$ cat config.mk
export PLATFORM = sky130hd
export DESIGN_NAME = satalnk_txarb_flat
export DESIGN_NICKNAME = d
export VERILOG_FILES = /design/src/rtl/satalnk_txarb_if.sv /design/src/rtl/satalnk_txarb.sv /design/src/flat_wrapper.sv
export SDC_FILE = /design/constraint.sdc
export NUM_CORES = 1
export LEC_CHECK = 0
export BUFFER_PORTS_ARGS = -buffer_cell sky130_fd_sc_hd__buf_4
export CORE_MARGIN = 2
export CORE_UTILIZATION = 45
export CTS_CLUSTER_SIZE = 16
export DETAILED_ROUTE_END_ITERATION = 12
export PLACE_DENSITY = 0.77
export SLEW_MARGIN = 15
export SYNTH_ARGS = -nofsm -noshare
export SYNTH_HDL_FRONTEND = slang
export SYNTH_SLANG_ARGS = --single-unit
$ cat constraint.sdc
create_clock -name i_clk -period 2.8 [get_ports i_clk]
set_input_delay 0.14 -clock i_clk [delete_from_list [all_inputs] [get_ports i_clk]]
set_output_delay 0.14 -clock i_clk [all_outputs]
set_load 0.02 [all_outputs]
$ cat src/rtl/satalnk_txarb_if.sv
// Frame-stream bundle between NREQ transport-layer sources, the TX arbiter and the link layer.
// The arbiter uses the slave view; the link/requester side uses the master view.
interface satalnk_txarb_if #(
  parameter int unsigned NREQ = 2
) ();
  logic                 i_link_ready;
  logic                 i_link_err;
  logic [NREQ-1:0]      s_valid;
  logic [NREQ-1:0]      s_ready;
  logic [33*NREQ-1:0]   s_data;
  logic [NREQ-1:0]      s_last;
  logic [NREQ-1:0]      s_abort;
  logic [NREQ-1:0]      o_done;
  logic [NREQ-1:0]      o_err;
  logic [NREQ-1:0]      o_retry;
  logic [NREQ-1:0]      o_grant;
  logic                 o_busy;
  logic                 m_valid;
  logic                 m_ready;
  logic [32:0]          m_data;
  logic                 m_last;
  logic                 m_abort;
  logic                 i_success;
  logic                 i_failed;

  modport slave (
    input  i_link_ready, i_link_err, s_valid, s_data, s_last, s_abort, m_ready,
           i_success, i_failed,
    output s_ready, o_done, o_err, o_retry, o_grant, o_busy, m_valid, m_data, m_last, m_abort
  );

  modport master (
    output i_link_ready, i_link_err, s_valid, s_data, s_last, s_abort, m_ready,
           i_success, i_failed,
    input  s_ready, o_done, o_err, o_retry, o_grant, o_busy, m_valid, m_data, m_last, m_abort
  );
endinterface

$ cat src/rtl/satalnk_txarb.sv
// Round-robin arbiter and retry sequencer that shares one link-layer TX frame stream among
// NREQ sources, one frame at a time, with bounded replay and a response watchdog.
module satalnk_txarb #(
  parameter int unsigned NREQ      = 2,
  parameter int unsigned MAX_RETRY = 3,
  parameter int unsigned LGTIMEOUT = 16
) (
  input logic            i_clk,
  input logic            i_reset_n,
  satalnk_txarb_if.slave bus
);
  localparam int unsigned IW = (NREQ > 1) ? $clog2(NREQ) : 1;
  localparam int unsigned RW = (MAX_RETRY > 0) ? $clog2(MAX_RETRY + 1) : 1;

  localparam logic [1:0] IDLE     = 2'd0;
  localparam logic [1:0] SEND     = 2'd1;
  localparam logic [1:0] WAITRESP = 2'd2;
  localparam logic [1:0] RETRYGAP = 2'd3;

  logic [1:0]           state_q, state_d;
  logic [NREQ-1:0]      grant_q, grant_d;
  logic [NREQ-1:0]      done_q, done_d, err_q, err_d, retry_q, retry_d;
  logic [IW-1:0]        gidx_q, gidx_d, rr_q, rr_d, pick, rr_nxt;
  logic [RW-1:0]        retries_q, retries_d;
  logic [LGTIMEOUT-1:0] timer_q, timer_d;
  logic                 abort_q, abort_d;
  logic                 found, above, in_send, sel_valid, sel_last, sel_abort;
  logic                 abort_g, timeout, fail_ev, to_idle;
  logic [32:0]          sel_data;

  assign in_send   = (state_q == SEND);
  assign sel_valid = |(bus.s_valid & grant_q);
  assign sel_last  = |(bus.s_last & grant_q);
  assign sel_abort = |(bus.s_abort & grant_q);

  always_comb begin
    sel_data = '0;
    for (int i = 0; i < int'(NREQ); i++) begin
      if (grant_q[i]) sel_data = sel_data | bus.s_data[33*i +: 33];
    end
  end

  // Lowest valid index at/after rr_q wins; otherwise wrap to the lowest valid index.
  always_comb begin
    found = 1'b0;
    above = 1'b0;
    pick  = '0;
    for (int i = 0; i < int'(NREQ); i++) begin
      if (bus.s_valid[i] && (IW'(i) >= rr_q) && !above) begin
        above = 1'b1;
        pick  = IW'(i);
      end
    end
    for (int i = 0; i < int'(NREQ); i++) begin
      if (bus.s_valid[i] && !found) begin
        found = 1'b1;
        if (!above) pick = IW'(i);
      end
    end
  end

  assign bus.m_valid = in_send & sel_valid;
  assign bus.m_last  = in_send & sel_last;
  assign bus.m_data  = in_send ? sel_data : '0;
  assign bus.s_ready = (in_send && bus.m_ready) ? grant_q : '0;
  assign bus.o_grant = grant_q;
  assign bus.o_busy  = (state_q != IDLE);
  assign bus.o_done  = done_q;
  assign bus.o_err   = err_q;
  assign bus.o_retry = retry_q;
  assign bus.m_abort = abort_q;

  assign rr_nxt  = (gidx_q == IW'(NREQ - 1)) ? '0 : gidx_q + IW'(1);
  assign abort_g = sel_abort && ((state_q == SEND) || (state_q == RETRYGAP));
  assign timeout = (state_q == WAITRESP) && (&timer_q);
  // A SYNC seen mid-frame fails the attempt exactly like a late R_ERR.
  assign fail_ev = timeout || (bus.i_failed && ((state_q == SEND) || (state_q == WAITRESP)));

  always_comb begin
    state_d   = state_q;
    grant_d   = grant_q;
    gidx_d    = gidx_q;
    rr_d      = rr_q;
    retries_d = retries_q;
    timer_d   = timer_q;
    done_d    = '0;
    err_d     = '0;
    retry_d   = '0;
    abort_d   = 1'b0;
    to_idle   = 1'b0;
    if (state_q == IDLE) begin
      if (bus.i_link_ready && found) begin
        state_d   = SEND;
        grant_d   = NREQ'(1) << pick;
        gidx_d    = pick;
        retries_d = '0;
      end
    end else if (bus.i_link_err) begin
      err_d   = grant_q;
      to_idle = 1'b1;
    end else if (abort_g) begin
      abort_d = 1'b1;
      err_d   = grant_q;
      to_idle = 1'b1;
    end else if (fail_ev) begin
      abort_d = timeout;
      if (retries_q < RW'(MAX_RETRY)) begin
        retries_d = retries_q + RW'(1);
        retry_d   = grant_q;
        state_d   = RETRYGAP;
      end else begin
        err_d   = grant_q;
        to_idle = 1'b1;
      end
    end else if ((state_q == WAITRESP) && bus.i_success) begin
      done_d  = grant_q;
      to_idle = 1'b1;
    end else begin
      case (state_q)
        SEND: begin
          if (bus.m_valid && bus.m_ready && bus.m_last) begin
            state_d = WAITRESP;
            timer_d = '0;
          end
        end
        WAITRESP: timer_d = timer_q + LGTIMEOUT'(1);
        RETRYGAP: if (bus.i_link_ready) state_d = SEND;
        default: ;
      endcase
    end
    if (to_idle) begin
      state_d = IDLE;
      grant_d = '0;
      rr_d    = rr_nxt;
    end
  end

  always_ff @(posedge i_clk or negedge i_reset_n) begin
    if (!i_reset_n) begin
      state_q   <= IDLE;
      grant_q   <= '0;
      gidx_q    <= '0;
      rr_q      <= '0;
      retries_q <= '0;
      timer_q   <= '0;
      done_q    <= '0;
      err_q     <= '0;
      retry_q   <= '0;
      abort_q   <= 1'b0;
    end else begin
      state_q   <= state_d;
      grant_q   <= grant_d;
      gidx_q    <= gidx_d;
      rr_q      <= rr_d;
      retries_q <= retries_d;
      timer_q   <= timer_d;
      done_q    <= done_d;
      err_q     <= err_d;
      retry_q   <= retry_d;
      abort_q   <= abort_d;
    end
  end
endmodule
$ cat src/flat_wrapper.sv
// flat-port wrapper written by rule: the top's interface ports become plain ports
module satalnk_txarb_flat 
#(
  parameter int unsigned NREQ      = 2,
  parameter int unsigned MAX_RETRY = 3,
  parameter int unsigned LGTIMEOUT = 16
)
  (i_clk, i_reset_n, bus_i_link_ready, bus_i_link_err, bus_s_valid, bus_s_data, bus_s_last, bus_s_abort, bus_m_ready, bus_i_success, bus_i_failed, bus_s_ready, bus_o_done, bus_o_err, bus_o_retry, bus_o_grant, bus_o_busy, bus_m_valid, bus_m_data, bus_m_last, bus_m_abort);
  satalnk_txarb_if #(.NREQ(NREQ)) bus_i ();
  input logic i_clk;
  input logic i_reset_n;
  input wire logic [$bits(bus_i.i_link_ready)-1:0] bus_i_link_ready;
  input wire logic [$bits(bus_i.i_link_err)-1:0] bus_i_link_err;
  input wire logic [$bits(bus_i.s_valid)-1:0] bus_s_valid;
  input wire logic [$bits(bus_i.s_data)-1:0] bus_s_data;
  input wire logic [$bits(bus_i.s_last)-1:0] bus_s_last;
  input wire logic [$bits(bus_i.s_abort)-1:0] bus_s_abort;
  input wire logic [$bits(bus_i.m_ready)-1:0] bus_m_ready;
  input wire logic [$bits(bus_i.i_success)-1:0] bus_i_success;
  input wire logic [$bits(bus_i.i_failed)-1:0] bus_i_failed;
  output wire logic [$bits(bus_i.s_ready)-1:0] bus_s_ready;
  output wire logic [$bits(bus_i.o_done)-1:0] bus_o_done;
  output wire logic [$bits(bus_i.o_err)-1:0] bus_o_err;
  output wire logic [$bits(bus_i.o_retry)-1:0] bus_o_retry;
  output wire logic [$bits(bus_i.o_grant)-1:0] bus_o_grant;
  output wire logic [$bits(bus_i.o_busy)-1:0] bus_o_busy;
  output wire logic [$bits(bus_i.m_valid)-1:0] bus_m_valid;
  output wire logic [$bits(bus_i.m_data)-1:0] bus_m_data;
  output wire logic [$bits(bus_i.m_last)-1:0] bus_m_last;
  output wire logic [$bits(bus_i.m_abort)-1:0] bus_m_abort;
  assign bus_i.i_link_ready = bus_i_link_ready;
  assign bus_i.i_link_err = bus_i_link_err;
  assign bus_i.s_valid = bus_s_valid;
  assign bus_i.s_data = bus_s_data;
  assign bus_i.s_last = bus_s_last;
  assign bus_i.s_abort = bus_s_abort;
  assign bus_i.m_ready = bus_m_ready;
  assign bus_i.i_success = bus_i_success;
  assign bus_i.i_failed = bus_i_failed;
  assign bus_s_ready = bus_i.s_ready;
  assign bus_o_done = bus_i.o_done;
  assign bus_o_err = bus_i.o_err;
  assign bus_o_retry = bus_i.o_retry;
  assign bus_o_grant = bus_i.o_grant;
  assign bus_o_busy = bus_i.o_busy;
  assign bus_m_valid = bus_i.m_valid;
  assign bus_m_data = bus_i.m_data;
  assign bus_m_last = bus_i.m_last;
  assign bus_m_abort = bus_i.m_abort;
  satalnk_txarb #(.NREQ(NREQ), .MAX_RETRY(MAX_RETRY), .LGTIMEOUT(LGTIMEOUT)) u_core (.i_clk(i_clk), .i_reset_n(i_reset_n), .bus(bus_i));
endmodule
==> impl_results.md, run 1 <==
- Status: completed
- Maximum number of pins on one net before global-route repair: 41
- Actual slew at the worst max-slew pin: 0.471 ns
- Skew final: 0.00349 ns
- CP delay by family, top: simple AND/OR/NAND/NOR gates
- Achievable clock frequency: 438 MHz
- Slowest-stage cell, CP: or4b_1
- Final GP Congestion: 0.848
- ANT nets after route: 0
- Synthesized instance count: 279
- Root buffer cell: clkbuf_8
- Count leader, synth: nand2_1
- CP Launch Type: flop
- Die width: 76.2 um
- Sink Count: 31
- 1st-pass router iterations: 7
- Crit-path cells: inv_1 -> ha_1 -> and2_1 -> nor2_4 -> nand3_2 -> or4b_1 -> nand3_1
- Vias in the first global route: 2355
- Power per cell area: 836 nW/um2
- Syn_nets: 364
- CTS tree: yes
- CP max stage delay: 0.58 ns
- Synth Flop Type: dfrtp_1
- RSZ-0062 raised after global routing: no
- Max-slew violation total from the final report: 0
- I/O pin count: 126
- Row Count: 26
- Hold Fails Final Rpt: 0
- Most common library cells after synthesis: nand2_1 (38), a22oi_1 (35), nor2b_1 (34)
- Final WL: 7.38 mm
- Setup violators final: 0
- # H-tree levels: 2
- CP Capture Type: flop
- Top cell type's share of synthesized area: 0.331
- Avg Cell Area, Syn: 8.40 um2
- Initial antenna violation count: 0
- WL met2: 3.56 mm
- Critical Path AT: 2.50 ns
- Post-synth EDFFs: 0
- Fraction of registers with async set/reset: 1.00
- Sum Neg Setup Slack: 0 ns
- Reg2reg setup slack: 0.52 ns
- Worst Path Required: 3.02 ns
- Initial core utilization: 0.462
- I/O Buffers: 125
- Post-CTS setup buffers: 0
- DRC Markers: 0
- Max-cap violation count: 0
- Total congestion overflow: 0
- Cell leakage power: 1.65 nW
- Vias: 2561
- Post-synth cell types: 46
- Synth Warn #: 0
- Cts repair resizes: 0
- Clock latency on the worst-skew pair: 0.28 ns
- Final period util: 0.816
- Die area: 5800 um2
- Max layer used: met4
- HPWL after detailed placement: 5.44 mm
- WL met1: 3.20 mm
- 1st-iter DRT viols: 143
- Worst-case clock buffer depth: 2
- Clock transition at path regs: 0.07 ns
- First-pass GRT wire length: 11.8 mm
- Total power: 2.89 mW
- Sequential share of the synthesized area: 0.331
- Worst Path Max Fanout: 18
- GRT Overall Usage: 0.246
- Setup CP Type: flop to flop
- Vias per std cell: 5.45
- Cell Area, Synth: 2340 um2
- HP Class: input pin to flop
- Area growth, synth to finish: 47.4%
- Final layout net count: 484
- CTS Buf Count: 5
- Min cycle time layout: 2.28 ns
- Met3 WL: 527 um
- Fraction of layout cells with a size suffix above 1: 0.380
- WP buf/inv: 1
- Drt wl/cell: 15.7 um
- Top cells by area, synth: dfrtp_1 (33%), a22oi_1 (11%), nor2b_1 (9.1%)
- Synth area leader: dfrtp_1
- Worst slew margin: 0.683
- IR drop worst, VDD: 0.584 mV
- Seq cells post-synth: 31
- Die H: 76.2 um
- Core Area: 5070 um2
- # diodes: 0
[cell usage in the layout, fill, tap and decap left out, types with 2 or more instances in the layout]
cell,n
a21oi_1,4
a22o_1,3
a22oi_1,35
and2_1,9
and3_1,6
buf_4,131
clkbuf_8,6
dfrtp_1,31
ha_1,6
inv_1,6
nand2_1,38
nand3_1,12
nand3b_1,9
nand4_1,5
nand4_2,2
nor2_1,13
nor2b_1,34
nor3_1,2
o21a_1,2
o21ai_0,8
o21ai_1,3
o221ai_1,8
or4b_1,4
[worst register-to-register path, cell delays in order, from the launching register on]
cell and delay (ns):
dfrtp_1 0.39, inv_1 0.08, ha_1 0.35, and2_1 0.21, nor2_4 0.20, nand3_2 0.30
or4b_1 0.58, nand3_1 0.10
[per-stage QoR]
step | std cells | util | hold slack, ns | cell area [um2] | setup slack, ns
3_5_place_dp | 461 | 0.656 | 0.0948 | 3330 | 0.527
6_report | 470 | 0.681 | 0.179 | 3450 | 0.515
2_1_floorplan | 279 | - | -0.156 | 2340 | 0.794
5_1_grt | 470 | 0.681 | 0.181 | 3450 | 0.329
4_1_cts | 470 | 0.681 | 0.169 | 3450 | 0.510
3_3_place_gp | 461 | 0.656 | 0.0940 | 3330 | 0.611
[final timing paths]
path	startpoint	to	cells past startpoint
max	u_core.state_q[0]	u_core.timer_q[8]	7
min	bus_i_link_err	u_core.bus.m_abort	3
max reg2reg	u_core.state_q[0]	u_core.timer_q[8]	7
min reg2reg	u_core.gidx_q	u_core.rr_q	1
max in group asynchronous	i_reset_n	u_core.bus.o_retry[0]	2
min in group asynchronous	i_reset_n	u_core.timer_q[6]	2
[timing repair]
action,4_1_cts,5_1_grt
hold buffers,1,0
endpoints found under the setup margin,0,0
endpoints found under the hold margin,31,0
[area by class of cell]
cell class	instances	area (um2)
clock inverters	2	35.0
flip-flops and latches	31	776
fillers	431	1620
multi-input cells	223	1460
well taps	70	87.6
clock buffers	6	82.6
repair buffers	132	993
inverters	6	22.5
[metal layers]
metal / vias up / GRT usage
met5: - / 0
met4: 0 / 0.0545
met3: 10 / 0.0616
met2: 101 / 0.410
met1: 1192 / 0.325
li1: 1258 / -
[report_power, final]
part	leakage (nW)	switching, mW	internal (mW)
combinational	1.22	0.934	0.734
clock	0.0612	0.174	0.288
sequential	0.373	0.170	0.588
total	1.65	1.28	1.61
[registers in the layout, summed over array words and instances, names as in the netlist]
signal and cells:
u_core.bus.o_grant 2, u_core.gidx_q 1, u_core.bus.o_retry 2, u_core.state_q 2, u_core.bus.m_abort 1, u_core.rr_q 1, u_core.bus.o_err 2, u_core.bus.o_done 2
u_core.timer_q 16, u_core.retries_q 2
[logic make-up (layout without fill, tap and decap cells)]
| logic type | count (synthesis) | count (layout) | share of synthesized area |
|---|---|---|---|
| AOI/OAI and AO/OA | 71 | 71 | 0.227 |
| adders and majority gates | 6 | 6 | 0.0320 |
| muxes | 1 | 1 | 0.00427 |
| and+or+nand+nor | 145 | 145 | 0.358 |
| DFF | 31 | 31 | 0.331 |
| buffers and inverters | 25 | 146 | 0.0470 |
Power figures use the tool's default switching activity.
==> run 2, diff against run 1 <==
- clock period: 2.8 -> 2.28 ns (I/O delays scaled with it)
==> run 2 against run 1 <==
  * Worst hold slack lost 0.045 ns
  * Highest routed layer unchanged
  * Via count barely moved
  * Critical endpoint is now u_core.timer_q[11]
  * Core utilization is 0.17 points higher
  * Combinational power rose by 24%
  * Cell area is 0.25% higher
  * Cell count up 0.64%
  * Critical path depth increased by 1
  * Routed wire length barely moved
  * Sequential power up 24%
  * Global-route usage is 1.0 points higher
  * Clock-buffer cell count grew 1
==> impl_results.md, run 2 (same netlist as run 1, synthesis figures left out) <==
- Achievable clock frequency: 468 MHz
- Row Count: 26
- Area growth, synth to finish: 47.8%
- Die width: 76.2 um
- Worst slew margin: 0.649
- # H-tree levels: 2
- Final WS setup: 0.143 ns
- Critical Path AT: 2.32 ns
- Total congestion overflow: 0
- Worst Path Required: 2.46 ns
- Core Area: 5070 um2
- Vias per std cell: 5.41
- Vias: 2559
- I/O pin count: 126
- HP Class: input pin to flop
- Worst-case clock buffer depth: 2
- Final period util: 0.937
- IR drop worst, VDD: 0.712 mV
- I/O Buffers: 125
- Worst hold slack: 0.133 ns
- GRT Overall Usage: 0.256
- Commonest cells after routing, fill and taps aside: buf_4 (134), nand2_1 (38), a22oi_1 (35), nor2b_1 (34), dfrtp_1 (31)
- Post-route cell area: 3460 um2
- Sum Neg Setup Slack: 0 ns
- Cell leakage power: 1.66 nW
- HPWL after detailed placement: 5.62 mm
- Sink Count: 31
- First-pass GRT wire length: 12.2 mm
- Setup CP Type: flop to flop
- Vias in the first global route: 2391
- 1st-pass router iterations: 4
- Die area: 5800 um2
- CTS tree: yes
- Placed instance area: 3350 um2
- Clock latency on the worst-skew pair: 0.29 ns
- Min cycle time layout: 2.14 ns
- CP Launch Type: flop
- 1st-iter DRT viols: 121
- # diodes: 0
- Worst Path Max Fanout: 18
- Fraction of layout cells with a size suffix above 1: 0.385
- DRC Markers: 0
- RSZ-0062 raised after global routing: no
- Max FFs per register: 16
- Drt wl/cell: 15.6 um
- Status: completed
- Max-cap violation count: 0
- Initial core utilization: 0.462
- DP Worst Slack: 0.129 ns
- Leading cell type in the layout, fill and taps excluded: buf_4
- Skew final: 0.00576 ns
- Actual slew at the worst max-slew pin: 0.522 ns
- Root buffer cell: clkbuf_8
- Post-CTS setup buffers: 0
- Setup violators final: 0
- Hold Fails Final Rpt: 0
- Final layout net count: 487
- ANT nets after route: 0
- CTS Buf Count: 5
- Maximum number of pins on one net before global-route repair: 34
- Clock transition at path regs: 0.07 ns
- Final GP Congestion: 0.903
- Max-slew violation total from the final report: 0
- CP Capture Type: flop
- Initial antenna violation count: 0
- Largest Register: u_core.timer_q
- Final WL: 7.38 mm
- Power per cell area: 1010 nW/um2
- Die H: 76.2 um
-- run 2: changes by cell type in the layout (fill, tap and decap cells not counted), sizes merged --
cell      delta
buf          +3
bufinv       -1
clkbuf       +1
clkinv       -1
clkinvlp     +1
-- run 2: final cells by class --
type,instances,area (um2)
Clock buffer,7,96.3
Clock inverter,1,7.51
Fill cell,425,1610
Inverter,6,22.5
Multi-Input combinational cell,223,1460
Sequential cell,31,776
Tap cell,70,87.6
Timing Repair Buffer,135,1020
-- run 2: worst paths after layout --
check | start | endpoint | slack [ns] | cells after the start
worst max-delay path | u_core.timer_q[0] | u_core.timer_q[11] | 0.14 | 8
worst min-delay path | bus_i_link_err | u_core.bus.m_abort | 0.13 | 3
worst max register to register | u_core.timer_q[0] | u_core.timer_q[11] | 0.14 | 8
worst min register to register | u_core.gidx_q | u_core.rr_q | 0.45 | 1
max in group asynchronous | i_reset_n | u_core.bus.o_err[0] | 1.70 | 2
min in group asynchronous | i_reset_n | u_core.timer_q[5] | 0.29 | 2
-- run 2: report_power, final --
part | switching, mW | internal, mW | leakage (nW) | total [mW]
clock | 0.215 | 0.274 | 0.0505 | 0.489
combinational | 1.14 | 0.927 | 1.23 | 2.07
sequential | 0.215 | 0.723 | 0.373 | 0.937
-- run 2: routing by layer --
layer | wire length, um | vias to the layer above | GRT usage
li1 | - | 1263 | -
met1 | 3080 | 1194 | 0.327
met2 | 3660 | 92 | 0.434
met3 | 524 | 10 | 0.0616
met4 | 121 | 0 | 0.0745
met5 | 0 | - | 0
-- run 2: timing repair --
action	CTS	global route
endpoints found under the setup margin	0	2
hold buffers	1	0
endpoints found under the hold margin	31	0
resized for setup	0	0
-- run 2: stage by stage --
stage,power (mW),utilization,std cells
6_report,3.50,0.682,473
3_3_place_gp,2.96,0.660,464
4_1_cts,3.50,0.682,473
2_1_floorplan,2.35,-,279
5_1_grt,3.79,0.682,473
3_5_place_dp,3.00,0.660,464
-- run 2: critical path, stage by stage, from the launching register on --
cell	delay, ns
dfrtp_1	0.41
ha_1	0.23
nand4_1	0.16
nor4_4	0.43
nor2_4	0.11
nand3_2	0.15
buf_4	0.24
o21ai_0	0.11
a22o_1	0.18
==> run 3, diff against run 2 <==
- CTS_BUF_LIST: unset -> sky130_fd_sc_hd__clkbuf_4 sky130_fd_sc_hd__clkbuf_8 sky130_fd_sc_hd__clkbuf_16
- RECOVER_POWER: unset -> 50
- clock period: 2.28 -> 2.4 ns (I/O delays scaled with it)
==> run 3 against run 2 <==
  * The run now ends with capacitance limit, slew limit left
  * Clock skew fell by 0.0012 ns
  * Via count decreased by 0.74%
  * Cell count shrank 0.63%
  * Sequential share of layout area up 0.64 points
  * Cell area fell by 2.8%
==> impl_results.md, run 3 (same netlist as run 1, synthesis figures left out) <==
- Status: finished with violations
- Violations in the final reports: capacitance limit, slew limit
- GRT Overall Usage: 0.254
- CP max stage delay: 0.57 ns
- Switching Power: 1.49 mW
- Row Count: 26
- Vias per std cell: 5.40
- ANT nets after route: 0
- Post-CTS setup buffers: 0
- Die area: 5800 um2
- Final WL: 7.36 mm
- Area growth, synth to finish: 43.7%
- Cell leakage power: 1.56 nW
- Initial antenna violation count: 0
- Final cell count without fillers: 470
- Skew final: 0.00452 ns
- HPWL after detailed placement: 5.64 mm
- Max-cap violation count: 1
- Worst-case clock buffer depth: 2
- Die H: 76.2 um
- Sequential share of power: 0.275
- CP Capture Type: flop
- Core Area: 5070 um2
- Sw Share: 0.460
- Cells after DPL: 461
- I/O Buffers: 125
- First-pass GRT wire length: 12.2 mm
- Crit-path cells: inv_1 -> ha_1 -> and2_1 -> nor2_4 -> nand3_2 -> or4b_1 -> nand3_1
- # H-tree levels: 2
- Max-slew violation total from the final report: 32
- CTS tree: yes
- Commonest cells after routing, fill and taps aside: buf_4 (111), nand2_1 (38), a22oi_1 (35), nor2b_1 (34), dfrtp_1 (31)
- Final period util: 0.939
- Worst slew margin: -0.0984
- Worst Path Required: 2.62 ns
- Power per cell area: 963 nW/um2
- Root buffer cell: clkbuf_8
- Final layout net count: 484
- Pint: 1.75 mW
- 1st-pass router iterations: 5
- Worst Path Max Fanout: 12
- Hold Fails Final Rpt: 0
- Min cycle time layout: 2.25 ns
- Die width: 76.2 um
- Actual slew at the worst max-slew pin: 1.65 ns
- CP Launch Type: flop
- Total congestion overflow: 0
- Drt wl/cell: 15.7 um
- Critical Path AT: 2.48 ns
- Achievable clock frequency: 444 MHz
- Vias in the first global route: 2412
- HP Class: input pin to flop
- RSZ-0062 raised after global routing: no
- I/O pin count: 126
- Post-layout util: 0.663
- Clock transition at path regs: 0.07 ns
- IR drop worst, VDD: 0.712 mV
- Cts repair resizes: 0
- Logic pwr share: 0.582
- Leading cell type in the layout, fill and taps excluded: buf_4
- Clock latency on the worst-skew pair: 0.29 ns
- Vias: 2540
- # diodes: 0
- Fraction of layout cells with a size suffix above 1: 0.333
- DRC Markers: 0
- Setup violators final: 0
- Slowest-stage cell, CP: or4b_1
- 1st-iter DRT viols: 107
- Maximum number of pins on one net before global-route repair: 38
- Sink Count: 31
- Sum Neg Setup Slack: 0 ns
- FF-to-FF Start: u_core.state_q[0]
- DP Worst Slack: 0.172 ns
- Largest Register: u_core.timer_q
- Worst setup path startpoint: u_core.state_q[0]
- Clock network power share: 0.143
- Initial core utilization: 0.462
- Max FFs per register: 16
- Setup CP Type: flop to flop
- CTS Buf Count: 5
- Final WS setup: 0.147 ns
- Min-delay src: bus_i_link_err
- Final GP Congestion: 0.846
[run 3: worst max-delay path, delay by kind of cell, from the launching register on]
kind / cells / cell delay [ns]
and+or+nand+nor: 5 / 1.34
DFF: 1 / 0.39
adders and majority gates: 1 / 0.36
buffers and inverters: 1 / 0.08
[run 3: final timing paths]
check	to	slack (ns)	cells past startpoint
hold / removal	u_core.bus.m_abort	0.13	3
setup / recovery	u_core.timer_q[8]	0.15	7
hold reg to reg	u_core.rr_q	0.46	1
max in group asynchronous	u_core.bus.o_grant[0]	0.65	2
setup reg to reg	u_core.timer_q[8]	0.15	7
min in group asynchronous	u_core.timer_q[7]	0.79	2
[run 3: layout make-up]
cell class	count	area (um2)
clock buffers	7	96.3
clock inverters	1	7.51
fillers	469	1710
inverters	6	22.5
multi-input cells	223	1460
flip-flops and latches	31	776
well taps	70	87.6
repair buffers	132	920
[run 3: power by group through the flow]
stage                     combinational [mW]  sequential (mW)  clock [mW]
after detailed placement                1.94            0.894           0
after floorplan                         1.37            0.864           0
after CTS                               1.95            0.885       0.472
after global routing                    2.09            0.923       0.493
final                                   1.89            0.891       0.465
after global placement                  1.89            0.886           0
[run 3: repair_timing]
| action | CTS | global route |
|---|---|---|
| hold endpoints to repair | 31 | 0 |
| hold buffers | 1 | 0 |
| setup endpoints to repair | 0 | 1 |
[run 3: per-stage QoR]
step	cell area [um2]	power (mW)	hold slack [ns]
floorplan	2340	2.23	-0.176
global route	3370	3.50	0.131
finish	3370	3.24	0.130
detailed placement	3330	2.84	0.0744
CTS	3440	3.31	0.124
global placement	3330	2.77	0.0757
[run 3: per-layer routing]
metal / routed length (um) / up-vias / global-route usage
met2: 3730 / 92 / 0.428
met1: 3010 / 1183 / 0.327
met3: 531 / 8 / 0.0640
met4: 91 / 0 / 0.0655
met5: 0 / - / 0
li1: - / 1257 / -
